<file path="src/rtl/seller_dispense_if.sv">
// Seller-to-dispenser link: sale/change inputs, hopper sensor, motor drives and status.
// Optional statistic outputs are present when SELLER_DISP_STAT_EN is defined.
interface seller_dispense_if;
  logic       out1;
  logic [1:0] out2;
  logic       coin_sns;
  logic       item_motor;
  logic       coin_motor;
  logic       busy;
  logic       ovf;
  logic       fault;
`ifdef SELLER_DISP_STAT_EN
  logic [15:0] sale_cnt;
  logic [15:0] coin_cnt;

  modport master (
    output out1, out2, coin_sns,
    input  item_motor, coin_motor, busy, ovf, fault,
    input  sale_cnt, coin_cnt
  );
  modport slave (
    input  out1, out2, coin_sns,
    output item_motor, coin_motor, busy, ovf, fault,
    output sale_cnt, coin_cnt
  );
`else
  modport master (
    output out1, out2, coin_sns,
    input  item_motor, coin_motor, busy, ovf, fault
  );
  modport slave (
    input  out1, out2, coin_sns,
    output item_motor, coin_motor, busy, ovf, fault
  );
`endif
endinterface

</file>
<file path="src/rtl/seller_dispense.sv">
// Sale job queue driving item-release motor and coin hopper with timeout.
// SELLER_DISP_STAT_EN adds saturating sale_cnt/coin_cnt statistic outputs.
module seller_dispense #(
  parameter int ITEM_CYC = 4,
  parameter int COIN_TMO = 16,
  parameter int GAP_CYC  = 2
) (
  input logic clk,
  input logic rst,
  seller_dispense_if.slave bus
);
  localparam int M1   = (ITEM_CYC > COIN_TMO) ? ITEM_CYC : COIN_TMO;
  localparam int MAXC = (M1 > GAP_CYC) ? M1 : GAP_CYC;
  localparam int TW   = $clog2(MAXC + 1);

  localparam logic [TW-1:0] ITEM_LAST = TW'(ITEM_CYC - 1);
  localparam logic [TW-1:0] GAP_LAST  = TW'(GAP_CYC - 1);
  localparam logic [TW-1:0] COIN_LAST = TW'(COIN_TMO - 1);

  typedef enum logic [2:0] {
    IDLE, ITEM, GAP, COIN, HALT
  } state_t;

  state_t        state;
  logic [TW-1:0] tmr;
  logic [1:0]    coin_left;

  logic [1:0] q_mem [2];
  logic       q_wr;
  logic       q_rd;
  logic [1:0] q_cnt;
  logic       full;
  logic       empty;
  logic       push;
  logic       pop;

  assign full  = (q_cnt == 2'd2);
  assign empty = (q_cnt == 2'd0);
  assign push  = bus.out1 && !full;
  assign pop   = (state == IDLE) && !empty;

  assign bus.busy = ((state != IDLE) && (state != HALT)) || !empty;

  // Two-entry change-code FIFO; a sale that finds it full is dropped and flagged.
  always_ff @(posedge clk or negedge rst) begin
    if (!rst) begin
      q_mem[0] <= '0;
      q_mem[1] <= '0;
      q_wr     <= 1'b0;
      q_rd     <= 1'b0;
      q_cnt    <= '0;
      bus.ovf  <= 1'b0;
    end else begin
      if (push) begin
        q_mem[q_wr] <= bus.out2;
        q_wr        <= ~q_wr;
      end
      if (pop) q_rd <= ~q_rd;
      if (bus.out1 && full) bus.ovf <= 1'b1;
      unique case ({push, pop})
        2'b10:   q_cnt <= q_cnt + 2'd1;
        2'b01:   q_cnt <= q_cnt - 2'd1;
        default: ;
      endcase
    end
  end

  // Job sequencer: item release, then gap/coin cycles until change is paid.
  always_ff @(posedge clk or negedge rst) begin
    if (!rst) begin
      state          <= IDLE;
      tmr            <= '0;
      coin_left      <= '0;
      bus.item_motor <= 1'b0;
      bus.coin_motor <= 1'b0;
      bus.fault      <= 1'b0;
    end else begin
      unique case (state)
        IDLE: begin
          if (pop) begin
            coin_left      <= q_mem[q_rd];
            tmr            <= '0;
            bus.item_motor <= 1'b1;
            state          <= ITEM;
          end
        end
        ITEM: begin
          if (tmr == ITEM_LAST) begin
            tmr            <= '0;
            bus.item_motor <= 1'b0;
            state          <= (coin_left == 2'd0) ? IDLE : GAP;
          end else begin
            tmr <= tmr + 1'b1;
          end
        end
        GAP: begin
          if (tmr == GAP_LAST) begin
            tmr            <= '0;
            bus.coin_motor <= 1'b1;
            state          <= COIN;
          end else begin
            tmr <= tmr + 1'b1;
          end
        end
        COIN: begin
          if (bus.coin_sns) begin
            tmr            <= '0;
            coin_left      <= coin_left - 2'd1;
            bus.coin_motor <= 1'b0;
            state          <= (coin_left == 2'd1) ? IDLE : GAP;
          end else if (tmr == COIN_LAST) begin
            coin_left      <= '0;
            bus.coin_motor <= 1'b0;
            bus.fault      <= 1'b1;
            state          <= HALT;
          end else begin
            tmr <= tmr + 1'b1;
          end
        end
        HALT:    ;
        default: state <= IDLE;
      endcase
    end
  end

`ifdef SELLER_DISP_STAT_EN
  logic coin_done;
  logic sale_done;

  assign coin_done = (state == COIN) && bus.coin_sns;
  assign sale_done = ((state == ITEM) && (tmr == ITEM_LAST) &&
                      (coin_left == 2'd0)) ||
                     (coin_done && (coin_left == 2'd1));

  // Saturating counts of completed sales and confirmed coins.
  always_ff @(posedge clk or negedge rst) begin
    if (!rst) begin
      bus.sale_cnt <= '0;
      bus.coin_cnt <= '0;
    end else begin
      if (sale_done && (bus.sale_cnt != 16'hFFFF))
        bus.sale_cnt <= bus.sale_cnt + 16'd1;
      if (coin_done && (bus.coin_cnt != 16'hFFFF))
        bus.coin_cnt <= bus.coin_cnt + 16'd1;
    end
  end
`endif
endmodule

</file>
<file path="src/flat_wrapper.sv">
// flat-port wrapper written by rule: the top's interface ports become plain ports
module seller_dispense_flat 
#(
  parameter int ITEM_CYC = 4,
  parameter int COIN_TMO = 16,
  parameter int GAP_CYC  = 2
)
  (clk, rst, bus_out1, bus_out2, bus_coin_sns, bus_item_motor, bus_coin_motor, bus_busy, bus_ovf, bus_fault);
  seller_dispense_if bus_i ();
  input logic clk;
  input logic rst;
  input wire logic [$bits(bus_i.out1)-1:0] bus_out1;
  input wire logic [$bits(bus_i.out2)-1:0] bus_out2;
  input wire logic [$bits(bus_i.coin_sns)-1:0] bus_coin_sns;
  output wire logic [$bits(bus_i.item_motor)-1:0] bus_item_motor;
  output wire logic [$bits(bus_i.coin_motor)-1:0] bus_coin_motor;
  output wire logic [$bits(bus_i.busy)-1:0] bus_busy;
  output wire logic [$bits(bus_i.ovf)-1:0] bus_ovf;
  output wire logic [$bits(bus_i.fault)-1:0] bus_fault;
  assign bus_i.out1 = bus_out1;
  assign bus_i.out2 = bus_out2;
  assign bus_i.coin_sns = bus_coin_sns;
  assign bus_item_motor = bus_i.item_motor;
  assign bus_coin_motor = bus_i.coin_motor;
  assign bus_busy = bus_i.busy;
  assign bus_ovf = bus_i.ovf;
  assign bus_fault = bus_i.fault;
  seller_dispense #(.ITEM_CYC(ITEM_CYC), .COIN_TMO(COIN_TMO), .GAP_CYC(GAP_CYC)) u_core (.clk(clk), .rst(rst), .bus(bus_i));
endmodule
</file>
<file path="config.mk">
export PLATFORM = sky130hd
export DESIGN_NAME = seller_dispense_flat
export DESIGN_NICKNAME = d
export VERILOG_FILES = /design/src/rtl/seller_dispense_if.sv /design/src/rtl/seller_dispense.sv /design/src/flat_wrapper.sv
export SDC_FILE = /design/constraint.sdc
export NUM_CORES = 1
export LEC_CHECK = 0
export BUFFER_PORTS_ARGS = -buffer_cell sky130_fd_sc_hd__buf_2
export CAP_MARGIN = 20
export CORE_UTILIZATION = 50
export DETAILED_ROUTE_END_ITERATION = 6
export MAX_ROUTING_LAYER = met4
export PLACE_DENSITY = 0.73
export REMOVE_ABC_BUFFERS = 1
export SYNTH_ARGS = -nofsm -noshare
export SYNTH_HDL_FRONTEND = slang
export SYNTH_SLANG_ARGS = --single-unit
</file>
<file path="constraint.sdc">
create_clock -name clk -period 4 [get_ports clk]
set_input_delay 0.2 -clock clk [delete_from_list [all_inputs] [get_ports clk]]
set_output_delay 0.2 -clock clk [all_outputs]
set_load 0.1 [all_outputs]
</file>
==> flow_summary.yaml, run 1 <==
clocking:
  cts-root-buf: "clkbuf_4"
  cts_tree: "done"
  numClockSinks: 22
  cts_buffers: 3
  ctsResizeCount: 0
  htreeDepth: 1
  clk_pin_slew_ns: 0.13
  clk_latency_ns: 0.31
  cts_setup_buffers: 0
  clock_path_buffers: 2
logic_synthesis:
  async_reset_ff_share_pct: 100
  synth_area_leaders: "dfrtp_1, ha_1, mux2_2"
  yosysWarnings: 0
  synth_seq_area_share_pct: 45.5
  yosysTopAreaCell: "dfrtp_1"
  netlist_area_um2: 1210
  yosys_register_bits: 22
  synth-edff-count: 0
  syn-mean-instance-area_um2: 10.6
  syn_inst: 114
  yosysUniqueCellTypes: 40
  synth_ff_type: "dfrtp_1"
  synth_top_area_share_pct: 45.5
place:
  gp_congestion: 0.814
  dpl_worst_slack_ns: 1.99
  dpl.hpwl_mm: 1.54
  io_buffers: 10
setup_path:
  worst_setup_path_end_kind: "flip-flop"
  critPathSlowestCell: "dfrtp_1"
  cpLargestDelayFamily: "compound AO/OA/AOI/OAI gates"
  critPathRequiredTime_ns: 4.26
  cpPeakStageDelay_ns: 0.44
  critPathLaunchType: "flip-flop"
  worstSetupPathType: "flip-flop to flip-flop"
  cp_cell_sequence: "ha_1, and3_1, ha_1, nand4b_1, nand3b_2, a2111oi_1, a211o_1"
  crit_fanout: 10
  path_common_cell: "ha_1"
  worst-path-buf-inv: 0
  arrival_ns: 2.30
detailed_routing:
  wl_met2_mm: 1.07
  drc: 0
  wl_met1_mm: 1.05
  vias_per_cell: 5.76
  routed.top_layer: "met4"
  antenna_left: 0
  finalWirelength_mm: 2.20
  drtIter0Drc: 27
  met3_length_um: 61
  dr_total_vias: 887
  wl_per_cell_um: 14.3
  drtPass1Iterations: 4
timing:
  maxSlewHeadroom_pct: 63.7
  fin_ws_ns: 1.96
  max_freq_mhz: 489
  hold_slack_ns: 0.123
  min_period_over_period_pct: 51.1
  rsz0062_at_grt: "no"
  hold_viol: 0
  worst_pin_slew_ns: 0.540
  final.setup_skew_ns: 0.000961
  maxSlewViolCount: 0
  setup_viol: 0
  finalCriticalPeriod_ns: 2.04
  finalSetupTns_ns: 0
die:
  die_height_um: 51.2
  num_io_pins: 11
  fp.coreArea_um2: 2250
  dieWidth_um: 51.2
  row_count: 17
  start_util_pct: 53.7
  die_area_um2: 2620
finish:
  drive_gt1_share_pct: 21.4
  fin_util_pct: 59.7
  layout_commonest_cell: "dfrtp_1"
  antenna_cells: 0
  area_growth_pct: 11.2
  fill_cells: 202
  final_cell_mix: "dfrtp_1, nor2_1, buf_2, nand2_1"
  finalNetCount: 139
power:
  p_switching_mw: 0.469
  power_frac_clock_pct: 15.9
  power_frac_seq_pct: 39.5
  power_density_nw_per_um2: 810
  ir_drop_uv: 467
  combPwrFrac_pct: 44.7
  p_leak_nw: 0.628
  swShare_pct: 43.1
  p_int_mw: 0.620
global_routing:
  grt_start_max_net_pins: 23
  grt_pass1_vias: 881
  antenna_found_initial: 0
  gr-total-overflow: 0
  grt_pass1_wl_mm: 3.86
  grt_util_all_layers_pct: 20.6
worst_hold_path:
  min_path_type: "input pin to flip-flop"
outcome:
  status: "complete, no violations"
run:
  timing.max_cap.violations: 0
[metrics by stage]
step           area, µm²  power, mW  instances
2_1_floorplan       1200      0.820        111
3_3_place_gp        1280      0.903        149
3_5_place_dp        1280      0.922        149
4_1_cts             1350       1.10        154
5_1_grt             1350       1.17        154
6_report            1350       1.09        154
[sequential cells by signal, indices dropped and copies added (netlist names)]
signal,flops
u_core.q_mem,4
u_core.q_rd,1
u_core.bus.fault,1
u_core.q_cnt,2
u_core.bus.ovf,1
u_core.tmr,5
u_core.bus.coin_motor,1
u_core.state,3
u_core.coin_left,2
u_core.q_wr,1
u_core.bus.item_motor,1
[metal layers]
metal	vias up	global-route usage, %
li1	435	-
met1	436	26.2
met3	2	2.68
met2	14	32.7
met5	-	-
met4	0	9.72
[area by class of cell]
cell class	count	area (µm²)	share of cell area, %
clock buffers	3	22.5	1.67
clock inverters	1	30.0	2.23
inverters	6	22.5	1.67
multi-input cells	83	624	46.4
flip-flops and latches	22	551	40.9
well taps	28	35.0	2.60
repair buffers	11	60.1	4.47
[worst register-to-register path, stage by stage, from the launching register on]
cell and delay (ns):
dfrtp_1 0.44, ha_1 0.23, and3_1 0.18, ha_1 0.22, nand4b_1 0.13, nand3b_2 0.20
a2111oi_1 0.44, a211o_1 0.16
[worst paths after layout]
kind	cells past startpoint	slack, ns	to	start
setup / recovery	7	1.96	u_core.tmr[3]	u_core.tmr[0]
hold / removal	2	0.12	u_core.q_mem[2]	bus_out2[0]
hold reg to reg	1	0.49	u_core.bus.fault	u_core.bus.fault
min in group asynchronous	2	0.37	u_core.bus.item_motor	rst
setup reg to reg	7	1.96	u_core.tmr[3]	u_core.tmr[0]
max in group asynchronous	2	3.30	u_core.tmr[3]	rst
[kinds of logic (layout without fill, tap and decap cells)]
| kind of cell | after synthesis | after routing | synth area share [%] |
|---|---|---|---|
| buffers and inverters | 9 | 21 | 2.89 |
| adder cells (fa/ha/maj) | 6 | 6 | 6.20 |
| XOR/XNOR | 5 | 5 | 3.62 |
| AO/OA/AOI/OAI | 22 | 22 | 14.8 |
| AND/OR/NAND/NOR | 43 | 43 | 20.6 |
| multiplexers | 7 | 7 | 6.41 |
| flip-flops | 22 | 22 | 45.5 |
[Yosys cell counts, types with 3 or more instances]
cell / instances
a211o_1: 3
mux2_2: 6
xnor2_1: 3
dfrtp_1: 22
inv_1: 6
a21oi_1: 4
ha_1: 6
nor2_1: 13
nand2_1: 9
[timing repair]
action | in CTS | in global routing
hold endpoints to repair | 22 | 0
hold buffers | 1 | 0
endpoints found under the setup margin | 0 | 0
[power by group through the flow]
stage / clock network (mW) / logic (mW) / registers (mW)
detailed placement: 0 / 0.488 / 0.433
floorplan: 0 / 0.338 / 0.482
finish: 0.173 / 0.487 / 0.430
global placement: 0 / 0.476 / 0.427
CTS: 0.176 / 0.492 / 0.429
global route: 0.185 / 0.540 / 0.446
Power figures use the tool's default switching activity.
==> inputs of run 2 (changes only) <==
==> constraint.sdc (replaced) <==
create_clock -name clk -period 2 [get_ports clk]
set_input_delay 0.1 -clock clk [delete_from_list [all_inputs] [get_ports clk]]
set_output_delay 0.1 -clock clk [all_outputs]
set_load 0.1 [all_outputs]
==> flow_summary.yaml, run 2 (synthesized netlist as in run 1, its figures left out) <==
setup_path:
  rr_endpoint: "u_core.tmr[3]"
  r2r_setup_slack_ns: 0.07
  worst_setup_path_end_kind: "flip-flop"
  critPathSlowestCell: "dfrtp_1"
  worstSetupPathType: "flip-flop to flip-flop"
  critPathRequiredTime_ns: 2.26
  reg2reg_depth: 7
  rr_startpoint: "u_core.tmr[0]"
  cpPeakStageDelay_ns: 0.44
  critPathLaunchType: "flip-flop"
  cp_cell_sequence: "ha_1, and3_1, ha_1, nand4b_1, nand3b_4, a2111oi_2, a211o_1"
  path_common_cell: "ha_1"
  crit_fanout: 7
  arrival_ns: 2.19
finish:
  largestRegisters: "u_core.tmr: 5 flops, u_core.q_mem: 4 flops, u_core.state: 3 flops"
  finalNetCount: 143
  layout_commonest_cell: "dfrtp_1"
  finalNonFillerCells: 158
  antenna_cells: 0
  drive_gt1_share_pct: 26.2
  regMostFlops: "u_core.tmr"
  fin_util_pct: 61.4
  final_cell_mix: "dfrtp_1, nor2_1, buf_2, nand2_1"
  largest_reg_flops: 5
  area_growth_pct: 14.5
die:
  start_util_pct: 53.7
  fp.coreArea_um2: 2250
  die_area_um2: 2620
  dieWidth_um: 51.2
  num_io_pins: 11
  row_count: 17
  die_height_um: 51.2
timing:
  maxSlewHeadroom_pct: 67.9
  max_freq_mhz: 518
  worst_pin_slew_ns: 0.481
  hold_slack_ns: 0.0246
  min_period_over_period_pct: 96.6
  rsz0062_at_grt: "yes"
  finalCriticalPeriod_ns: 1.93
  final.setup_skew_ns: 0.00339
  setup_viol: 0
  hold_viol: 0
  maxSlewViolCount: 0
clocking:
  htreeDepth: 1
  cts_tree: "done"
  clock_path_buffers: 2
  cts_buffers: 3
  clk_pin_slew_ns: 0.13
  numClockSinks: 22
  cts-root-buf: "clkbuf_4"
  cts_setup_buffers: 0
  clk_latency_ns: 0.31
place:
  gp_congestion: 0.825
  dpl.hpwl_mm: 1.58
  io_buffers: 10
  dp.cells: 153
power:
  p_leak_nw: 0.650
  power_density_nw_per_um2: 1560
  ir_drop_uv: 1040
  power_mw: 2.17
global_routing:
  grt_pass1_wl_mm: 3.91
  antenna_found_initial: 0
  grt_util_all_layers_pct: 21.1
  grt_start_max_net_pins: 23
  gr-total-overflow: 0
  grt_pass1_vias: 876
detailed_routing:
  wl_per_cell_um: 13.7
  vias_per_cell: 5.63
  drc: 0
  drtPass1Iterations: 4
  dr_total_vias: 890
  drtIter0Drc: 12
  antenna_left: 0
  finalWirelength_mm: 2.17
worst_hold_path:
  worstHoldStart: "bus_out2[1]"
  holdPathStages: 2
  min_path_type: "input pin to flip-flop"
  min_to: "u_core.q_mem[3]"
outcome:
  status: "complete, no violations"
run:
  timing.max_cap.violations: 0
==> run 2: worst max-delay path by stage <==
stage | start | cells past startpoint | end
6_report | u_core.tmr[0] | 7 | u_core.tmr[3]
5_1_grt | u_core.tmr[0] | 7 | u_core.tmr[3]
4_1_cts | u_core.tmr[0] | 7 | u_core.tmr[3]
3_5_place_dp | u_core.tmr[0] | 7 | u_core.tmr[3]
3_3_place_gp | u_core.tmr[0] | 7 | u_core.tmr[2]
2_1_floorplan | u_core.state[0] | 4 | u_core.tmr[2]
==> run 2: cell type report <==
type                    instances  area, µm²
fillers                       206        870
multi-input cells              83        651
flip-flops and latches         22        551
repair buffers                 15       90.1
clock buffers                   4       36.3
well taps                      28       35.0
inverters                       6       22.5
==> run 2: report_power, final <==
part / switching [mW] / internal [mW]
clock: 0.141 / 0.111
sequential: 0.190 / 0.626
combinational: 0.635 / 0.464
total: 0.966 / 1.20
==> run 2: per-stage QoR <==
stage,setup slack (ns),area (µm²),setup TNS (ns)
2_1_floorplan,0.0537,1200,0
3_3_place_gp,0.146,1310,0
3_5_place_dp,0.0565,1310,0
4_1_cts,0.0368,1360,0
5_1_grt,-0.0470,1390,-0.0879
6_report,0.0685,1390,0
==> run 2: routing by layer <==
metal / track usage [%] / vias to the layer above / part of all wire (%) / wire length, µm
li1: - / 445 / - / -
met1: 27.1 / 435 / 51 / 1110
met2: 31.8 / 8 / 46 / 999
met3: 3.87 / 2 / 2.1 / 45
met4: 11.1 / 0 / 0.78 / 17
met5: - / - / 0 / 0
==> run 2: worst max-delay path, delay by kind of cell (launching register included) <==
family	cells	cell delay, ns
adder cells (fa/ha/maj)	2	0.45
AND/OR/NAND/NOR	3	0.48
flip-flops	1	0.44
AO/OA/AOI/OAI	2	0.51
==> run 2: repair_timing <==
action | in CTS | in global routing
gates resized for setup | 0 | 4
hold endpoints to repair | 22 | 0
hold buffers | 1 | 0
endpoints found under the setup margin | 0 | 5
==> inputs of run 3 (changes only) <==
--- a/config.mk
+++ b/config.mk
@@ -7,11 +7,9 @@
 export LEC_CHECK = 0
 export BUFFER_PORTS_ARGS = -buffer_cell sky130_fd_sc_hd__buf_2
 export CAP_MARGIN = 20
-export CORE_UTILIZATION = 50
+export CORE_UTILIZATION = 57
 export DETAILED_ROUTE_END_ITERATION = 6
-export MAX_ROUTING_LAYER = met4
-export PLACE_DENSITY = 0.73
-export REMOVE_ABC_BUFFERS = 1
+export PLACE_DENSITY = 0.81
 export SYNTH_ARGS = -nofsm -noshare
 export SYNTH_HDL_FRONTEND = slang
 export SYNTH_SLANG_ARGS = --single-unit
==> flow_summary.yaml, run 3 (synthesized netlist as in run 1, its figures left out) <==
finish:
  finalNonFillerCells: 157
  seqCellArea_um2: 551
  regMostFlops: "u_core.tmr"
  fill_cells: 143
  final_cell_mix: "dfrtp_1, nor2_1, buf_2, nand2_1"
  antenna_cells: 0
  largest_reg_flops: 5
  multi_input_area_um2: 643
  area_growth_pct: 13.8
  finalNetCount: 143
  drive_gt1_share_pct: 25.4
  layout_commonest_cell: "dfrtp_1"
  largestRegisters: "u_core.tmr: 5 flops, u_core.q_mem: 4 flops, u_core.state: 3 flops"
setup_path:
  crit_fanout: 10
  critPathLaunchType: "flip-flop"
  r2r_setup_slack_ns: 0.1
  path_common_cell: "ha_1"
  critPathLaunch: "u_core.tmr[1]"
  critPathSlowestCell: "dfrtp_1"
  cp_cell_sequence: "ha_1, and3_1, ha_1, nand4b_1, nand3b_4, a2111oi_2, a211o_1"
  cpPeakStageDelay_ns: 0.43
  rr_startpoint: "u_core.tmr[1]"
  critPathRequiredTime_ns: 2.26
  worst_setup_path_end_kind: "flip-flop"
  worstSetupPathType: "flip-flop to flip-flop"
  arrival_ns: 2.16
worst_hold_path:
  min_path_type: "input pin to flip-flop"
  worstHoldStart: "bus_out2[1]"
detailed_routing:
  drtIter0Drc: 16
  drc: 0
  drtPass1Iterations: 4
  antenna_left: 0
  finalWirelength_mm: 2.24
  vias_per_cell: 5.71
  dr_total_vias: 896
  wl_per_cell_um: 14.3
run:
  timing.max_cap.violations: 0
timing:
  final.setup_skew_ns: 0.00348
  setup_viol: 0
  max_freq_mhz: 526
  maxSlewHeadroom_pct: 61.2
  worst_pin_slew_ns: 0.577
  min_period_over_period_pct: 95.0
  maxSlewViolCount: 0
  finalCriticalPeriod_ns: 1.90
  hold_viol: 0
clocking:
  cts_tree: "done"
  htreeDepth: 1
  cts-root-buf: "clkbuf_4"
  clk_latency_ns: 0.31
  cts_buffers: 3
  numClockSinks: 22
  clk_pin_slew_ns: 0.12
  clock_path_buffers: 2
power:
  power_mw: 2.16
  p_leak_nw: 0.643
  power_density_nw_per_um2: 1570
  ir_drop_uv: 908
place:
  dp.cells: 151
  io_buffers: 10
  dpl.hpwl_mm: 1.64
  gp_congestion: 0.910
global_routing:
  grt_util_all_layers_pct: 22.7
  grt_pass1_vias: 790
  grt_pass1_wl_mm: 3.46
  grt_start_max_net_pins: 23
  antenna_found_initial: 0
  gr-total-overflow: 0
die:
  row_count: 16
  die_height_um: 48.1
  fp.coreArea_um2: 1980
  dieWidth_um: 48.1
  num_io_pins: 11
  start_util_pct: 61.0
  die_area_um2: 2310
outcome:
  status: "complete, no violations"
logic_synthesis:
  syn-num-nets: 126
==> run 3: changes by cell type in the layout (fill, tap and decap cells not counted) <==
cell,previous run,this run
o41ai_1,1,2
o41ai_2,1,0
==> run 3: layer usage <==
| metal | track usage, % | share of wire (%) | routed length [µm] |
|---|---|---|---|
| met1 | 29.2 | 48 | 1080 |
| met2 | 34.1 | 46 | 1030 |
| met3 | 4.91 | 2.5 | 57 |
| met4 | 15.6 | 3.3 | 74 |
| met5 | 0 | 0 | 0 |
==> run 3: stage by stage <==
stage	hold WS, ns	util [%]	setup WS [ns]	TNS (ns)	instance area (µm²)
6_report	0.0227	69.4	0.0995	0	1380
2_1_floorplan	-0.196	-	0.153	0	1210
5_1_grt	0.0224	69.4	-0.0366	-0.0366	1380
4_1_cts	0.0161	68.1	0.00801	0	1350
3_5_place_dp	0.0872	65.8	0.0447	0	1300
3_3_place_gp	0.0784	65.8	0.114	0	1300
==> run 3: layout make-up <==
type	count	area share, %
sequential	22	40.0
multi-input combinational	83	46.7
inverter	6	1.64
clock buffer	4	2.64
tap	27	2.45
timing repair buffer	15	6.55
==> run 3: final timing paths <==
path / cells past startpoint / end
max in group asynchronous: 2 / u_core.coin_left[1]
setup reg to reg: 7 / u_core.tmr[3]
min in group asynchronous: 2 / u_core.q_cnt[1]
hold / removal: 2 / u_core.q_mem[1]
setup / recovery: 7 / u_core.tmr[3]
hold reg to reg: 1 / u_core.bus.fault
==> run 3: report_power, final <==
group          total (mW)  switching, mW  leakage, nW  internal [mW]
Clock               0.248          0.137       0.0210          0.111
Sequential          0.795          0.169        0.268          0.626
Combinational        1.12          0.659        0.354          0.457
Total                2.16          0.965        0.643           1.19
==> run 3: critical path: cells and delay by family (launching register included) <==
family / cells / cell delay (ns)
AO/OA/AOI/OAI: 2 / 0.51
AND/OR/NAND/NOR: 3 / 0.48
flip-flops: 1 / 0.43
adder cells (fa/ha/maj): 2 / 0.42
==> run 3: timing repair <==
action,CTS,global route
setup buffers,0,1
endpoints found under the hold margin,22,0
hold buffers,1,0
gates resized for setup,0,3
setup endpoints to repair,0,3
